## config.mk

```make
export PLATFORM = sky130hd
export DESIGN_NAME = fp_mul_seq
export DESIGN_NICKNAME = d
export VERILOG_FILES = /design/src/rtl/fp_mul_seq.sv
export SDC_FILE = /design/constraint.sdc
export NUM_CORES = 1
export LEC_CHECK = 0
export CAP_MARGIN = 20
export CORE_MARGIN = 5
export CORE_UTILIZATION = 40
export CTS_CLUSTER_SIZE = 28
export DETAILED_ROUTE_END_ITERATION = 16
export PLACE_DENSITY = 0.62
export SYNTH_ARGS = -nofsm -noshare
export SYNTH_HDL_FRONTEND = slang
export SYNTH_SLANG_ARGS = --single-unit
```

## constraint.sdc

```tcl
create_clock -name clk -period 4.6 [get_ports clk]
set_input_delay 1.15 -clock clk [delete_from_list [all_inputs] [get_ports clk]]
set_output_delay 1.15 -clock clk [all_outputs]
set_load 0.005 [all_outputs]
```

## src/rtl/fp_mul_seq.sv

```systemverilog
// fp_mul_seq -- sequential IEEE-754 binary32 multiplier.
//
// Operation: an act pulse in IDLE captures in1, in2 and round_m. Ordinary
// operands take MUL (24 shift-add steps), NORM, and ROUND (two cycles: round
// increment, then pack/exception handling). done pulses 27 cycles after the
// act sample edge. Special operands (NaN, infinity, zero or exponent field 0)
// take SPECIAL and finish 2 cycles after the act sample edge. Subnormal
// operands are flushed to signed zero. Results never underflow gradually:
// anything below the normal range becomes signed zero.
//
// Ports:
//   clk       in   clock, rising-edge active
//   rst       in   asynchronous active-low reset
//   act       in   start request, sampled only in IDLE
//   in1, in2  in   W-bit binary32 operands
//   round_m   in   3'b000 RNe, 001 RZ, 010 RD, 011 RU, 100 RNa, others RZ
//   out       out  W-bit product, held until the next done
//   ov, un, inv, div_zero, inexact  out  exception flags, held with out
//   done      out  one-cycle completion pulse
//
// Build option: define FP_MUL_RNA_EN to build ties-away rounding for
// round_m=100; when undefined that code rounds to nearest even.
module fp_mul_seq #(
  parameter int W = 32,
  parameter int M = 22,
  parameter int E = 30
) (
  input  logic         clk,
  input  logic         rst,
  input  logic         act,
  input  logic [W-1:0] in1,
  input  logic [W-1:0] in2,
  input  logic [2:0]   round_m,
  output logic [W-1:0] out,
  output logic         ov,
  output logic         un,
  output logic         done,
  output logic         inv,
  output logic         div_zero,
  output logic         inexact
);

  localparam int FW = M + 1;       // stored fraction width
  localparam int EW = E - M;       // exponent field width
  localparam int MW = FW + 1;      // mantissa width including hidden bit
  localparam int PW = 2 * MW;      // full product width

  localparam logic [2:0] S_IDLE    = 3'd0;
  localparam logic [2:0] S_MUL     = 3'd1;
  localparam logic [2:0] S_NORM    = 3'd2;
  localparam logic [2:0] S_ROUND   = 3'd3;
  localparam logic [2:0] S_SPECIAL = 3'd4;

  localparam logic [2:0] RM_RNE = 3'b000;
  localparam logic [2:0] RM_RZ  = 3'b001;
  localparam logic [2:0] RM_RD  = 3'b010;
  localparam logic [2:0] RM_RU  = 3'b011;
  localparam logic [2:0] RM_RNA = 3'b100;

  localparam logic [1:0] CL_NORM = 2'd0;
  localparam logic [1:0] CL_ZERO = 2'd1;
  localparam logic [1:0] CL_INF  = 2'd2;
  localparam logic [1:0] CL_NAN  = 2'd3;

  localparam logic [4:0] LAST_STEP = 5'(MW - 1);

  // Operand class from its exponent and fraction fields.
  function automatic logic [1:0] op_class(input logic [EW-1:0] ex, input logic [FW-1:0] fr);
    if (ex == {EW{1'b0}}) begin
      op_class = CL_ZERO;
    end else if (ex == {EW{1'b1}}) begin
      op_class = (fr == {FW{1'b0}}) ? CL_INF : CL_NAN;
    end else begin
      op_class = CL_NORM;
    end
  endfunction

  // Whether the truncated magnitude must be bumped by one ulp.
  function automatic logic rnd_inc(input logic [2:0] rm, input logic sgn, input logic lsb,
                                   input logic g, input logic s);
    case (rm)
      RM_RNE: rnd_inc = g & (s | lsb);
      RM_RZ:  rnd_inc = 1'b0;
      RM_RD:  rnd_inc = (g | s) & sgn;
      RM_RU:  rnd_inc = (g | s) & ~sgn;
`ifdef FP_MUL_RNA_EN
      RM_RNA: rnd_inc = g;
`else
      RM_RNA: rnd_inc = g & (s | lsb);
`endif
      default: rnd_inc = 1'b0;
    endcase
  endfunction

  // Whether an overflowing result saturates to infinity rather than max-finite.
  function automatic logic ovf_to_inf(input logic [2:0] rm, input logic sgn);
    case (rm)
      RM_RNE:  ovf_to_inf = 1'b1;
      RM_RNA:  ovf_to_inf = 1'b1;
      RM_RD:   ovf_to_inf = sgn;
      RM_RU:   ovf_to_inf = ~sgn;
      default: ovf_to_inf = 1'b0;
    endcase
  endfunction

  logic [2:0]        state_q, state_d;
  logic [W-1:0]      a_q, a_d, b_q, b_d;
  logic [2:0]        rm_q, rm_d;
  logic [4:0]        cnt_q, cnt_d;
  logic              phase_q, phase_d;
  logic [PW-1:0]     prod_q, prod_d;
  logic signed [9:0] exp_q, exp_d;
  logic [FW-1:0]     frac_q, frac_d;
  logic              guard_q, guard_d, sticky_q, sticky_d;
  logic [W-1:0]      out_q, out_d;
  logic              ov_q, ov_d, un_q, un_d, inv_q, inv_d, inexact_q, inexact_d, done_q, done_d;

  logic              sign_s;
  logic              in_special_s;
  logic [PW-1:0]     a_ext_s;
  logic [MW-1:0]     b_man_s;
  logic [PW-1:0]     partial_s;
  logic signed [9:0] exp_sum_s;
  logic              inc_s;
  logic [FW:0]       frac_sum_s;
  logic [1:0]        cls_a_s, cls_b_s;

  assign sign_s       = a_q[W-1] ^ b_q[W-1];
  assign in_special_s = (op_class(in1[E:M+1], in1[M:0]) != CL_NORM) ||
                        (op_class(in2[E:M+1], in2[M:0]) != CL_NORM);
  assign a_ext_s      = {{(PW-MW){1'b0}}, 1'b1, a_q[M:0]};
  assign b_man_s      = {1'b1, b_q[M:0]};
  // Step cnt_q adds multiplicand << cnt_q when multiplier bit cnt_q is set.
  assign partial_s    = b_man_s[cnt_q] ? (a_ext_s << cnt_q) : {PW{1'b0}};
  assign exp_sum_s    = $signed({2'b00, a_q[E:M+1]}) + $signed({2'b00, b_q[E:M+1]}) - 10'sd127;
  assign inc_s        = rnd_inc(rm_q, sign_s, frac_q[0], guard_q, sticky_q);
  // A carry out of the fraction means 1.11..1 rounded up to 10.00..0:
  // the fraction bits are already zero, only the exponent moves.
  assign frac_sum_s   = {1'b0, frac_q} + {{FW{1'b0}}, inc_s};
  assign cls_a_s      = op_class(a_q[E:M+1], a_q[M:0]);
  assign cls_b_s      = op_class(b_q[E:M+1], b_q[M:0]);

  // Next-state and datapath logic for the whole sequence.
  always_comb begin
    state_d   = state_q;
    a_d       = a_q;
    b_d       = b_q;
    rm_d      = rm_q;
    cnt_d     = cnt_q;
    phase_d   = phase_q;
    prod_d    = prod_q;
    exp_d     = exp_q;
    frac_d    = frac_q;
    guard_d   = guard_q;
    sticky_d  = sticky_q;
    out_d     = out_q;
    ov_d      = ov_q;
    un_d      = un_q;
    inv_d     = inv_q;
    inexact_d = inexact_q;
    done_d    = 1'b0;
    case (state_q)
      S_IDLE: begin
        if (act) begin
          a_d     = in1;
          b_d     = in2;
          rm_d    = round_m;
          cnt_d   = 5'd0;
          phase_d = 1'b0;
          prod_d  = {PW{1'b0}};
          state_d = in_special_s ? S_SPECIAL : S_MUL;
        end else begin
          state_d = S_IDLE;
        end
      end
      S_MUL: begin
        prod_d = prod_q + partial_s;
        cnt_d  = cnt_q + 5'd1;
        if (cnt_q == 5'd0) begin
          exp_d = exp_sum_s;
        end else begin
          exp_d = exp_q;
        end
        if (cnt_q == LAST_STEP) begin
          state_d = S_NORM;
        end else begin
          state_d = S_MUL;
        end
      end
      S_NORM: begin
        // Product of two [1,2) mantissas lies in [1,4); bit PW-1 marks [2,4).
        if (prod_q[PW-1]) begin
          frac_d   = prod_q[PW-2:MW];
          guard_d  = prod_q[MW-1];
          sticky_d = |prod_q[MW-2:0];
          exp_d    = exp_q + 10'sd1;
        end else begin
          frac_d   = prod_q[PW-3:MW-1];
          guard_d  = prod_q[MW-2];
          sticky_d = |prod_q[MW-3:0];
          exp_d    = exp_q;
        end
        phase_d = 1'b0;
        state_d = S_ROUND;
      end
      S_ROUND: begin
        if (!phase_q) begin
          frac_d  = frac_sum_s[FW-1:0];
          exp_d   = frac_sum_s[FW] ? (exp_q + 10'sd1) : exp_q;
          phase_d = 1'b1;
          state_d = S_ROUND;
        end else begin
          inv_d  = 1'b0;
          done_d = 1'b1;
          if (exp_q > 10'sd254) begin
            ov_d      = 1'b1;
            un_d      = 1'b0;
            inexact_d = 1'b1;
            if (ovf_to_inf(rm_q, sign_s)) begin
              out_d = {sign_s, {EW{1'b1}}, {FW{1'b0}}};
            end else begin
              out_d = {sign_s, {(EW-1){1'b1}}, 1'b0, {FW{1'b1}}};
            end
          end else if (exp_q < 10'sd1) begin
            ov_d      = 1'b0;
            un_d      = 1'b1;
            inexact_d = 1'b1;
            out_d     = {sign_s, {(W-1){1'b0}}};
          end else begin
            ov_d      = 1'b0;
            un_d      = 1'b0;
            inexact_d = guard_q | sticky_q;
            out_d     = {sign_s, exp_q[EW-1:0], frac_q};
          end
          phase_d = 1'b0;
          state_d = S_IDLE;
        end
      end
      S_SPECIAL: begin
        if (!phase_q) begin
          phase_d = 1'b1;
          state_d = S_SPECIAL;
        end else begin
          ov_d      = 1'b0;
          un_d      = 1'b0;
          inexact_d = 1'b0;
          done_d    = 1'b1;
          if ((cls_a_s == CL_NAN) || (cls_b_s == CL_NAN) ||
              ((cls_a_s == CL_ZERO) && (cls_b_s == CL_INF)) ||
              ((cls_a_s == CL_INF) && (cls_b_s == CL_ZERO))) begin
            inv_d = 1'b1;
            out_d = {1'b0, {EW{1'b1}}, 1'b1, {(FW-1){1'b0}}};
          end else if ((cls_a_s == CL_INF) || (cls_b_s == CL_INF)) begin
            inv_d = 1'b0;
            out_d = {sign_s, {EW{1'b1}}, {FW{1'b0}}};
          end else begin
            inv_d = 1'b0;
            out_d = {sign_s, {(W-1){1'b0}}};
          end
          phase_d = 1'b0;
          state_d = S_IDLE;
        end
      end
      default: begin
        state_d = S_IDLE;
      end
    endcase
  end

  // State and output registers; reset abandons any operation in flight.
  always_ff @(posedge clk or negedge rst) begin
    if (!rst) begin
      state_q   <= S_IDLE;
      a_q       <= {W{1'b0}};
      b_q       <= {W{1'b0}};
      rm_q      <= 3'd0;
      cnt_q     <= 5'd0;
      phase_q   <= 1'b0;
      prod_q    <= {PW{1'b0}};
      exp_q     <= 10'sd0;
      frac_q    <= {FW{1'b0}};
      guard_q   <= 1'b0;
      sticky_q  <= 1'b0;
      out_q     <= {W{1'b0}};
      ov_q      <= 1'b0;
      un_q      <= 1'b0;
      inv_q     <= 1'b0;
      inexact_q <= 1'b0;
      done_q    <= 1'b0;
    end else begin
      state_q   <= state_d;
      a_q       <= a_d;
      b_q       <= b_d;
      rm_q      <= rm_d;
      cnt_q     <= cnt_d;
      phase_q   <= phase_d;
      prod_q    <= prod_d;
      exp_q     <= exp_d;
      frac_q    <= frac_d;
      guard_q   <= guard_d;
      sticky_q  <= sticky_d;
      out_q     <= out_d;
      ov_q      <= ov_d;
      un_q      <= un_d;
      inv_q     <= inv_d;
      inexact_q <= inexact_d;
      done_q    <= done_d;
    end
  end

  assign out      = out_q;
  assign ov       = ov_q;
  assign un       = un_q;
  assign inv      = inv_q;
  assign inexact  = inexact_q;
  assign done     = done_q;
  assign div_zero = 1'b0;

endmodule

```

==> metrics.md, run 1 <==
| Metric | Value |
|---|---|
| Outcome | finished, final reports clean |
| Final Total Pwr | 0.0134 W |
| Final Hold Vio Count | 0 |
| Seq/Total Area, Yosys | 0.355 |
| Clock Path Buffers | 2 |
| Ys async rst share | 1.00 |
| Global route overflow | 0 |
| Mapped Nets | 1861 |
| Hold buffers post-CTS | 0 |
| Io pins | 108 |
| Setup WS pre-CTS | -0.0859 ns |
| Leak | 7.31 nW |
| Startpoint types | flop |
| Commonest non-fill, non-tap cell in the layout | nand2_1 |
| Layout net count | 1951 |
| Avg Synthesized Cell Area | 8.04 µm² |
| Clock sink count | 196 |
| Fillers | 3393 |
| Via Count | 12900 |
| Util after Layout | 0.475 |
| Std-Cell Core Area | 34300 µm² |
| Setup WS post-layout | 0.143 ns |
| Crit path time final | 4.46 ns |
| Inserted Diodes | 0 |
| PwrDens | 820 nW/µm² |
| Die Footprint | 38300 µm² |
| Top FF cell, synth | dfrtp_1 |
| Final worst path period share | 0.969 |
| CP delay by family, top | compound AO/OA/AOI/OAI gates |
| First-pass iteration count of the detailed router | 5 |
| MaxCap Viol Count | 0 |
| Critical path, cell by cell | mux4_2, mux4_2, nand2_1, and2_0, buf_12, nor2_1, ha_2, and3_1, nand3_1, nand2b_1, a311o_1, a2111o_1, a21boi_1, nor3_1, o31ai_1 |
| Setup CP Type | reg2reg |
| Area leader, netlist | dfrtp_1 |
| Worst hold path depth | 2 |
| RSZ-0062 raised after global routing | true |
| Yosys warning total | 0 |
| Share of cells above drive strength 1 | 0.0911 |
| Worst skew pair latency | 0.46 ns |
| Effective utilization at floorplan | 0.403 |
| FP Rows | 68 |
| Reg2reg path depth | 15 |
| Root Buffer | clkbuf_16 |
| Reg2reg end | prod_q[42] |
| Fmax | 224 MHz |
| Buffers & Inverters on Critical Path | 1 |
| Final setup fails | 0 |
| Slowest stage cell, crit path | mux4_2 |
| Most frequent cells in the layout | nand2_1, dfrtp_1, a21oi_1, o21ai_0, nor2_1 |
| Drt total wl | 41.0 mm |
| Most used cell along the critical path | mux4_2 |
| Levels on crit path | 15 |
| Max H-tree Level | 4 |
| Gate Count Post-Synth | 1719 |
| Vias in the first global route | 12600 |
| Post-DP HPWL | 31.0 mm |
| Pin count of the biggest net entering global routing | 85 |
| Post-route design area | 16300 µm² |
| First-pass GRT wire length | 66.8 mm |
| Die width | 196 µm |
| Initial antenna violation count | 0 |
| Post-synthesis cell type count | 77 |
| Slew margin rel. | 0.310 |
| Count of input and output buffers | 106 |
| Hold EP | out[10] |
| Internal reg-to-reg setup slack | 0.14 ns |
| GRT Total Usage | 0.211 |
| DRC viols | 0 |
| Worst min path class | reg2reg |
| Reg-to-reg startpoint | cnt_q[0] |
| Setup crit end kind | flop |
| CTS tree | done |
| Cell area after synthesis | 13800 µm² |
| Non-filler cells, final | 2277 |
| Number of flops mapped to enable cells by yosys | 0 |
| Max-slew violations | 0 |
| Req. time, crit path | 4.95 ns |
| Num CTS Buffers | 17 |
| Max FO, Critical Path | 23 |
| Via density per instance | 5.67 |
| Clock transition at path regs | 0.08 ns |
| VDD IR-drop max | 0.000452 V |
| DR iter-0 viols | 921 |
| DP Area | 15600 µm² |
| Max incr delay on CP | 0.56 ns |
| Placed cells | 2242 |
| Drt wl/cell | 18.0 µm |
| Ranking of synthesized cells by area | dfrtp_1, nand2_1, ha_1 |
| Hold_sp | out[10] |
| Flops & latches, synth | 196 |
| Setup Skew | 0.0130 ns |
| Share of the synthesized area in the top cell type | 0.355 |
| GP Congestion | 0.952 |
| Area grow syn2layout | 17.9% |
| WP data arrival | 4.81 ns |
| Worst slew pin tran | 1.01 ns |
| Die span in y | 196 µm |
| Final ANT Viol Nets | 0 |
==> cells by family (layout without fill, tap and decap cells) <==
family	after synthesis	in the layout	synth area share
multiplexers	85	85	0.0692
flip-flops	196	196	0.355
AO/OA/AOI/OAI	508	508	0.227
buffers and inverters	144	247	0.0417
AND/OR/NAND/NOR	675	675	0.216
adder cells (fa/ha/maj)	72	72	0.0663
XOR/XNOR	38	38	0.0241
other	1	1	0.000271
==> tightest hold or removal path, delay by kind of cell, from the launching register on <==
family / cells / cell delay [ns]
DFF: 1 / 0.35
AOI/OAI and AO/OA: 1 / 0.06
and+or+nand+nor: 1 / 0.04
==> routing by layer <==
layer | track usage | routed length (µm) | vias up
li1 | - | - | 6340
met1 | 0.293 | 19300 | 6229
met2 | 0.354 | 19200 | 316
met3 | 0.0335 | 1930 | 24
met4 | 0.0403 | 529 | 0
met5 | 0 | 0 | -
==> final cells by class <==
| class | instances | area [µm²] | area share |
|---|---|---|---|
| inverters | 43 | 161 | 0.00991 |
| multi-input cells | 1379 | 8440 | 0.518 |
| repair buffers | 172 | 1600 | 0.0984 |
| flip-flops and latches | 196 | 4910 | 0.301 |
| clock inverters | 15 | 176 | 0.0108 |
| clock buffers | 17 | 425 | 0.0261 |
| well taps | 455 | 569 | 0.0350 |
==> cells in the mapped netlist (6+ instances only) <==
library cell    n
and2_1         15
nor3_1         17
o21ai_0       142
o31ai_1        12
mux2i_1        55
nand4_1        29
nor2b_1        11
a22o_1         16
and4_1          6
mux2_2         24
clkbuf_1       78
ha_1           70
nor2_1        123
nor4_1         25
o22ai_1        20
nand3_1        34
o22a_1         11
a21o_1         35
or3_1          10
buf_2           7
a31oi_1         9
a211oi_1       17
a21oi_1       162
and3_1         15
xor2_1         18
nand2b_1        7
inv_1          41
o211ai_1        6
o21a_1         12
nand2_1       363
a32o_1          8
or2_2           8
mux4_2          6
buf_1          10
dfrtp_1       196
xnor2_1        20
==> registers in the layout, indices dropped and copies added, names as in the netlist, 5 cells and up <==
name and flops:
b_q 32, out 32, exp_q 10, prod_q 48
frac_q 23, a_q 32, cnt_q 5
==> timing repair <==
action,in CTS,in global routing
resized for setup,3,21
buffers inserted,0,3
setup endpoints to repair,5,17
pin swaps,0,6
==> how the worst max path moves through the flow <==
stage	from	slack, ns	end
global placement	cnt_q[0]	0.02	prod_q[46]
CTS	cnt_q[0]	0.01	prod_q[42]
global route	cnt_q[0]	-0.05	prod_q[42]
floorplan	cnt_q[0]	0.21	prod_q[44]
detailed placement	cnt_q[0]	-0.09	prod_q[46]
finish	cnt_q[0]	0.14	prod_q[42]
==> metrics by stage <==
stage	hold WS, ns	setup TNS, ns
floorplan	0.463	0
global placement	0.464	0
detailed placement	0.470	-0.112
CTS	0.488	0
global route	0.503	-0.0841
finish	0.478	0
==> power by group <==
part / internal [W] / switching, W / total (W)
combinational: 0.00364 / 0.00469 / 0.00833
clock: 0.000741 / 0.000808 / 0.00155
sequential: 0.00256 / 0.000918 / 0.00348
total: 0.00694 / 0.00641 / 0.0134
Power figures use the tool's default switching activity.
==> run 2, diff against run 1 <==
Settings changed: GPL_TIMING_DRIVEN from default to 0, SLEW_MARGIN from default to 30.
==> run 2 against run 1 <==
Against the previous run: clock-buffer cell count increased by 1; register-to-register slack worse by 0.10 ns; critical path depth grew 3; clock skew hardly changed.
==> metrics.md, run 2 (same netlist as run 1, synthesis figures left out) <==
| Metric | Value |
|---|---|
| Outcome | finished, final reports clean |
| Count of input and output buffers | 106 |
| Setup crit end kind | flop |
| Max FFs per register | 48 |
| First-pass iteration count of the detailed router | 5 |
| Final ANT Viol Nets | 0 |
| Setup TNS | 0 ns |
| Final worst path period share | 0.991 |
| WP data arrival | 4.92 ns |
| Worst min path class | reg2reg |
| FP Rows | 68 |
| Area occupied by multi-input gates | 8760 µm² |
| Hold buffers post-CTS | 0 |
| Leak | 7.35 nW |
| Root Buffer | clkbuf_16 |
| Crit path time final | 4.56 ns |
| Post-route design area | 16800 µm² |
| DRC viols | 0 |
| MaxCap Viol Count | 0 |
| Setup Skew | 0.0128 ns |
| Drt wl/cell | 19.0 µm |
| Startpoint types | flop |
| Effective utilization at floorplan | 0.403 |
| Clock Path Buffers | 2 |
| Share of cells above drive strength 1 | 0.101 |
| RSZ-0062 raised after global routing | true |
| Final setup fails | 0 |
| Worst skew pair latency | 0.46 ns |
| Fillers | 3364 |
| Via Count | 13400 |
| Final Hold Vio Count | 0 |
| Via density per instance | 5.75 |
| Setup WS pre-CTS | -0.834 ns |
| Register area | 4910 µm² |
| Num CTS Buffers | 17 |
| Layout net count | 1998 |
| Vias in the first global route | 13100 |
| PwrDens | 834 nW/µm² |
| Global route overflow | 0 |
| DP Area | 15500 µm² |
| Inserted Diodes | 0 |
| Slew margin rel. | 0.357 |
| Post-DP HPWL | 33.9 mm |
| Initial antenna violation count | 0 |
| Area grow syn2layout | 21.6% |
| Fmax | 219 MHz |
| Worst slew pin tran | 0.957 ns |
| Max H-tree Level | 4 |
| Std-Cell Core Area | 34300 µm² |
| Die Footprint | 38300 µm² |
| CTS tree | done |
| First-pass GRT wire length | 70.2 mm |
| Max FO, Critical Path | 8 |
| DR iter-0 viols | 1009 |
| Setup WS post-layout | 0.0420 ns |
| Max-slew violations | 0 |
| Commonest non-fill, non-tap cell in the layout | nand2_1 |
| Pin count of the biggest net entering global routing | 80 |
| Setup CP Type | reg2reg |
| GRT Total Usage | 0.225 |
| Drt total wl | 44.1 mm |
| Req. time, crit path | 4.96 ns |
| Io pins | 108 |
| Clock sink count | 196 |
| Most frequent cells in the layout | nand2_1, dfrtp_1, a21oi_1, o21ai_0, nor2_1 |
| Clock transition at path regs | 0.08 ns |
| Die width | 196 µm |
| Biggest register | prod_q |
| GP Congestion | 0.949 |
| Die span in y | 196 µm |
| VDD IR-drop max | 0.000447 V |
[run 2: cell count changes in the layout (fill, tap and decap cells not counted), moves of 6 or more]
cell      delta
mux2i_1      -6
o21ai_1      +7
ha_1        -11
clkbuf_1    +68
o21ai_0      -8
a21oi_1      -9
a21oi_2      +6
ha_4         +6
buf_4       -41
mux2i_2      +6
[run 2: report_power, final]
part / internal [W] / total (W) / switching, W
Combinational: 0.00376 / 0.00887 / 0.00511
Clock: 0.000942 / 0.00171 / 0.000771
Sequential: 0.00256 / 0.00343 / 0.000866
[run 2: what timing repair did]
item / CTS / global route
gates resized for setup: 36 / 92
cloned: 0 / 1
setup endpoints to repair: 30 / 25
buffers inserted: 7 / 11
pin swaps: 9 / 28
[run 2: per-stage QoR]
stage	hold slack [ns]	total power [W]	cells	util
final	0.482	0.0140	2324	0.490
after global placement	0.464	0.0112	2280	0.450
after global routing	0.504	0.0151	2324	0.490
after floorplan	0.463	0.00892	1719	-
after detailed placement	0.469	0.0113	2282	0.452
after CTS	0.488	0.0133	2316	0.476
[run 2: path summary, 6_finish.rpt]
path	from	endpoint	slack (ns)	depth (start not counted)
worst max-delay path	cnt_q[0]	prod_q[44]	0.04	18
worst min-delay path	out[15]	out[15]	0.48	2
worst max register to register	cnt_q[0]	prod_q[44]	0.04	18
worst min register to register	out[15]	out[15]	0.48	2
max in group asynchronous	rst	out[15]	3.21	2
min in group asynchronous	rst	a_q[3]	0.61	1
[run 2: final cells by class]
| class | count | share of cell area |
|---|---|---|
| multi-input cells | 1379 | 0.522 |
| flip-flops and latches | 196 | 0.292 |
| repair buffers | 127 | 0.0763 |
| well taps | 455 | 0.0339 |
| plain buffers | 92 | 0.0264 |
| clock buffers | 18 | 0.0256 |
| clock inverters | 14 | 0.0141 |
| inverters | 43 | 0.00983 |
[run 2: critical path, cell delays in order, from the launching register on]
cell and delay [ns]:
dfrtp_1 0.38, buf_8 0.16, mux4_2 0.53, mux4_2 0.56
nand2_4 0.11, and2_4 0.15, buf_6 0.13, buf_8 0.12
a211oi_2 0.04, ha_1 0.34, buf_6 0.14, a21oi_4 0.19
o21bai_4 0.09, a2111oi_4 0.36, o211ai_1 0.19, a21o_1 0.25
a221o_1 0.35, o21a_1 0.18, o31ai_1 0.17
[run 2: metal layers]
layer | wire length, µm | share of wire | vias up | global-route usage
met5 | 0 | 0 | - | 0
met4 | 697 | 0.016 | 0 | 0.0520
met3 | 2460 | 0.056 | 35 | 0.0419
met2 | 20900 | 0.47 | 364 | 0.374
met1 | 20000 | 0.45 | 6504 | 0.306
li1 | - | - | 6455 | -
==> run 3, diff against run 2 <==
Settings changed: ABC_AREA from default to 1, PLACE_DENSITY 0.62 to 0.61.
==> run 3 against run 2 <==
Against the previous run: via count up 26%; die area up 14%; wire length up 28%; sequential share of layout area down 2.4 points; register-to-register slack better by 0.40 ns; global-route usage up 3.0 points; critical path type unchanged; critical path depth up 3; final cell count up 41%; utilization down 2.7 points; clock power down 5%; clock skew down 0.0015 ns.
==> metrics.md, run 3 <==
| Metric | Value |
|---|---|
| Num CTS Buffers | 17 |
| First-pass iteration count of the detailed router | 7 |
| First-pass GRT wire length | 88.9 mm |
| Max FFs per register | 48 |
| CTS tree | done |
| Hold WS | 0.479 ns |
| Post-synthesis cell type count | 44 |
| WP data arrival | 4.50 ns |
| Std-Cell Core Area | 39500 µm² |
| Req. time, crit path | 4.95 ns |
| Setup Skew | 0.0114 ns |
| Effective utilization at floorplan | 0.402 |
| GRT Total Usage | 0.255 |
| Die span in y | 209 µm |
| Max FO, Critical Path | 10 |
| Slowest stage cell, crit path | dfrtp_1 |
| Non-filler cells, final | 3274 |
| VDD IR-drop max | 0.000356 V |
| Slew margin rel. | 0.517 |
| Clock sink count | 196 |
| Outcome | finished, final reports clean |
| Crit path time final | 4.15 ns |
| Inserted Diodes | 0 |
| Share of cells above drive strength 1 | 0.0364 |
| Post-CTS Setup Bufs | 0 |
| Flops & latches, synth | 196 |
| Setup TNS | 0 ns |
| Setup CP Type | reg2reg |
| Commonest cells post-synth | nand2_1, inv_1, nand3_1, nor2_1, dfrtp_1 |
| Levels on crit path | 21 |
| Met2 WL | 26.8 mm |
| Ys async rst share | 1.00 |
| Placed cells | 3243 |
| Root Buffer | clkbuf_16 |
| Ranking of synthesized cells by area | dfrtp_1, nand2_1, inv_1 |
| Die Footprint | 43900 µm² |
| Worst min path class | reg2reg |
| Hold buffers post-CTS | 0 |
| Leak | 9.65 nW |
| Critical path, cell by cell | buf_6, buf_6, buf_2, o21ai_0, nand2_1, nand3_1, nand3_1, o21ai_1, nor2_1, o21ai_2, inv_2, ha_1, nand2_1, nor2_1, nand2_1, nor3_1, nand3_1, nand3_1, nand2_1, nand3_1, nand2_1 |
| Final setup fails | 0 |
| CP delay by family, top | simple AND/OR/NAND/NOR gates |
| Pin count of the biggest net entering global routing | 84 |
| Vias in the first global route | 16000 |
| Buffers & Inverters on Critical Path | 4 |
| Top FF cell, synth | dfrtp_1 |
| Drt total wl | 56.5 mm |
| Worst skew pair latency | 0.47 ns |
| Worst hold path depth | 2 |
| Io pins | 108 |
| Cell area after synthesis | 15900 µm² |
| Fmax | 241 MHz |
| Final ANT Viol Nets | 0 |
| Setup crit end kind | flop |
| Biggest register | prod_q |
| Area grow syn2layout | 15.0% |
| DRC viols | 0 |
| Reg2reg path depth | 21 |
| PwrDens | 792 nW/µm² |
| Area leader, netlist | dfrtp_1 |
| Wire length on met3 | 2.79 mm |
| Clock transition at path regs | 0.07 ns |
| Uppermost routed layer | met4 |
| Final worst path period share | 0.903 |
| Avg Synthesized Cell Area | 6.10 µm² |
| Metal-1 WL | 26.2 mm |
| Max H-tree Level | 4 |
| DR iter-0 viols | 1438 |
| Clock Path Buffers | 2 |
| Drt wl/cell | 17.3 µm |
| MaxCap Viol Count | 0 |
| Count of input and output buffers | 106 |
| Cts repair resizes | 0 |
| Worst slew pin tran | 0.725 ns |
| GP Congestion | 0.931 |
| Gate Count Post-Synth | 2610 |
| Die width | 209 µm |
| Post-DP HPWL | 46.1 mm |
| Number of flops mapped to enable cells by yosys | 0 |
| Count leader, synth | nand2_1 |
| Most frequent cells in the layout | nand2_1, inv_1, nand3_1, nor2_1, dfrtp_1 |
| Seq/Total Area, Yosys | 0.308 |
| Global route overflow | 0 |
| Layout net count | 2879 |
| Fillers | 4328 |
| Max-slew violations | 0 |
| Max incr delay on CP | 0.41 ns |
| Commonest non-fill, non-tap cell in the layout | nand2_1 |
| Share of the synthesized area in the top cell type | 0.308 |
| Startpoint types | flop |
| Via Count | 16800 |
| Yosys warning total | 0 |
| Mapped Nets | 2752 |
| Final Hold Vio Count | 0 |
| RSZ-0062 raised after global routing | false |
| FP Rows | 73 |
| Initial antenna violation count | 0 |
| Via density per instance | 5.14 |
[run 3: cells by family after synthesis]
| group | count (synthesis) | synth area share |
|---|---|---|
| other | 1 | 0.000236 |
| xor gates and xnor gates | 19 | 0.0105 |
| AOI/OAI and AO/OA | 377 | 0.127 |
| buffers and inverters | 481 | 0.120 |
| DFF | 196 | 0.308 |
| and+or+nand+nor | 1464 | 0.377 |
| adders and majority gates | 72 | 0.0576 |
[run 3: tightest hold or removal path: stages, from the launching register on]
cell,delay [ns]
dfrtp_1,0.34
nand2_1,0.05
nand2_1,0.05
[run 3: final cells by class]
cell class                 instances  area [µm²]  area share
buffer                            89         430      0.0235
clock buffer                      19         433      0.0237
clock inverter                    12         174     0.00951
inverter                         392        1470      0.0806
multi-input combinational       1933        9100       0.497
sequential                       196        4900       0.268
tap                              525         657      0.0359
timing repair buffer             108        1120      0.0613
[run 3: final timing paths]
| kind | from | slack, ns | to |
|---|---|---|---|
| worst min register to register | out[19] | 0.48 | out[19] |
| worst max register to register | cnt_q[0] | 0.45 | prod_q[41] |
| worst max-delay path | cnt_q[0] | 0.45 | prod_q[41] |
| worst min-delay path | out[19] | 0.48 | out[19] |
| min in group asynchronous | rst | 0.58 | a_q[28] |
| max in group asynchronous | rst | 3.26 | frac_q[12] |
[run 3: metal layers]
layer / up-vias / GRT usage
li1: 8539 / -
met1: 7827 / 0.353
met2: 434 / 0.434
met3: 44 / 0.0348
met4: 0 / 0.0425
met5: - / 0
[run 3: metrics by stage]
stage	total power, W	utilization	worst slack, ns	area [µm²]
2_1_floorplan	0.00964	-	1.60	15900
3_3_place_gp	0.0127	0.446	-6.37	17600
3_5_place_dp	0.0127	0.447	0.674	17700
4_1_cts	0.0144	0.463	0.650	18300
5_1_grt	0.0159	0.463	0.294	18300
6_report	0.0145	0.463	0.446	18300
[run 3: where the power goes]
part           internal, W  switching, W  total [W]
Combinational      0.00311       0.00654    0.00965
Sequential         0.00254      0.000679    0.00322
Clock             0.000866      0.000753    0.00162
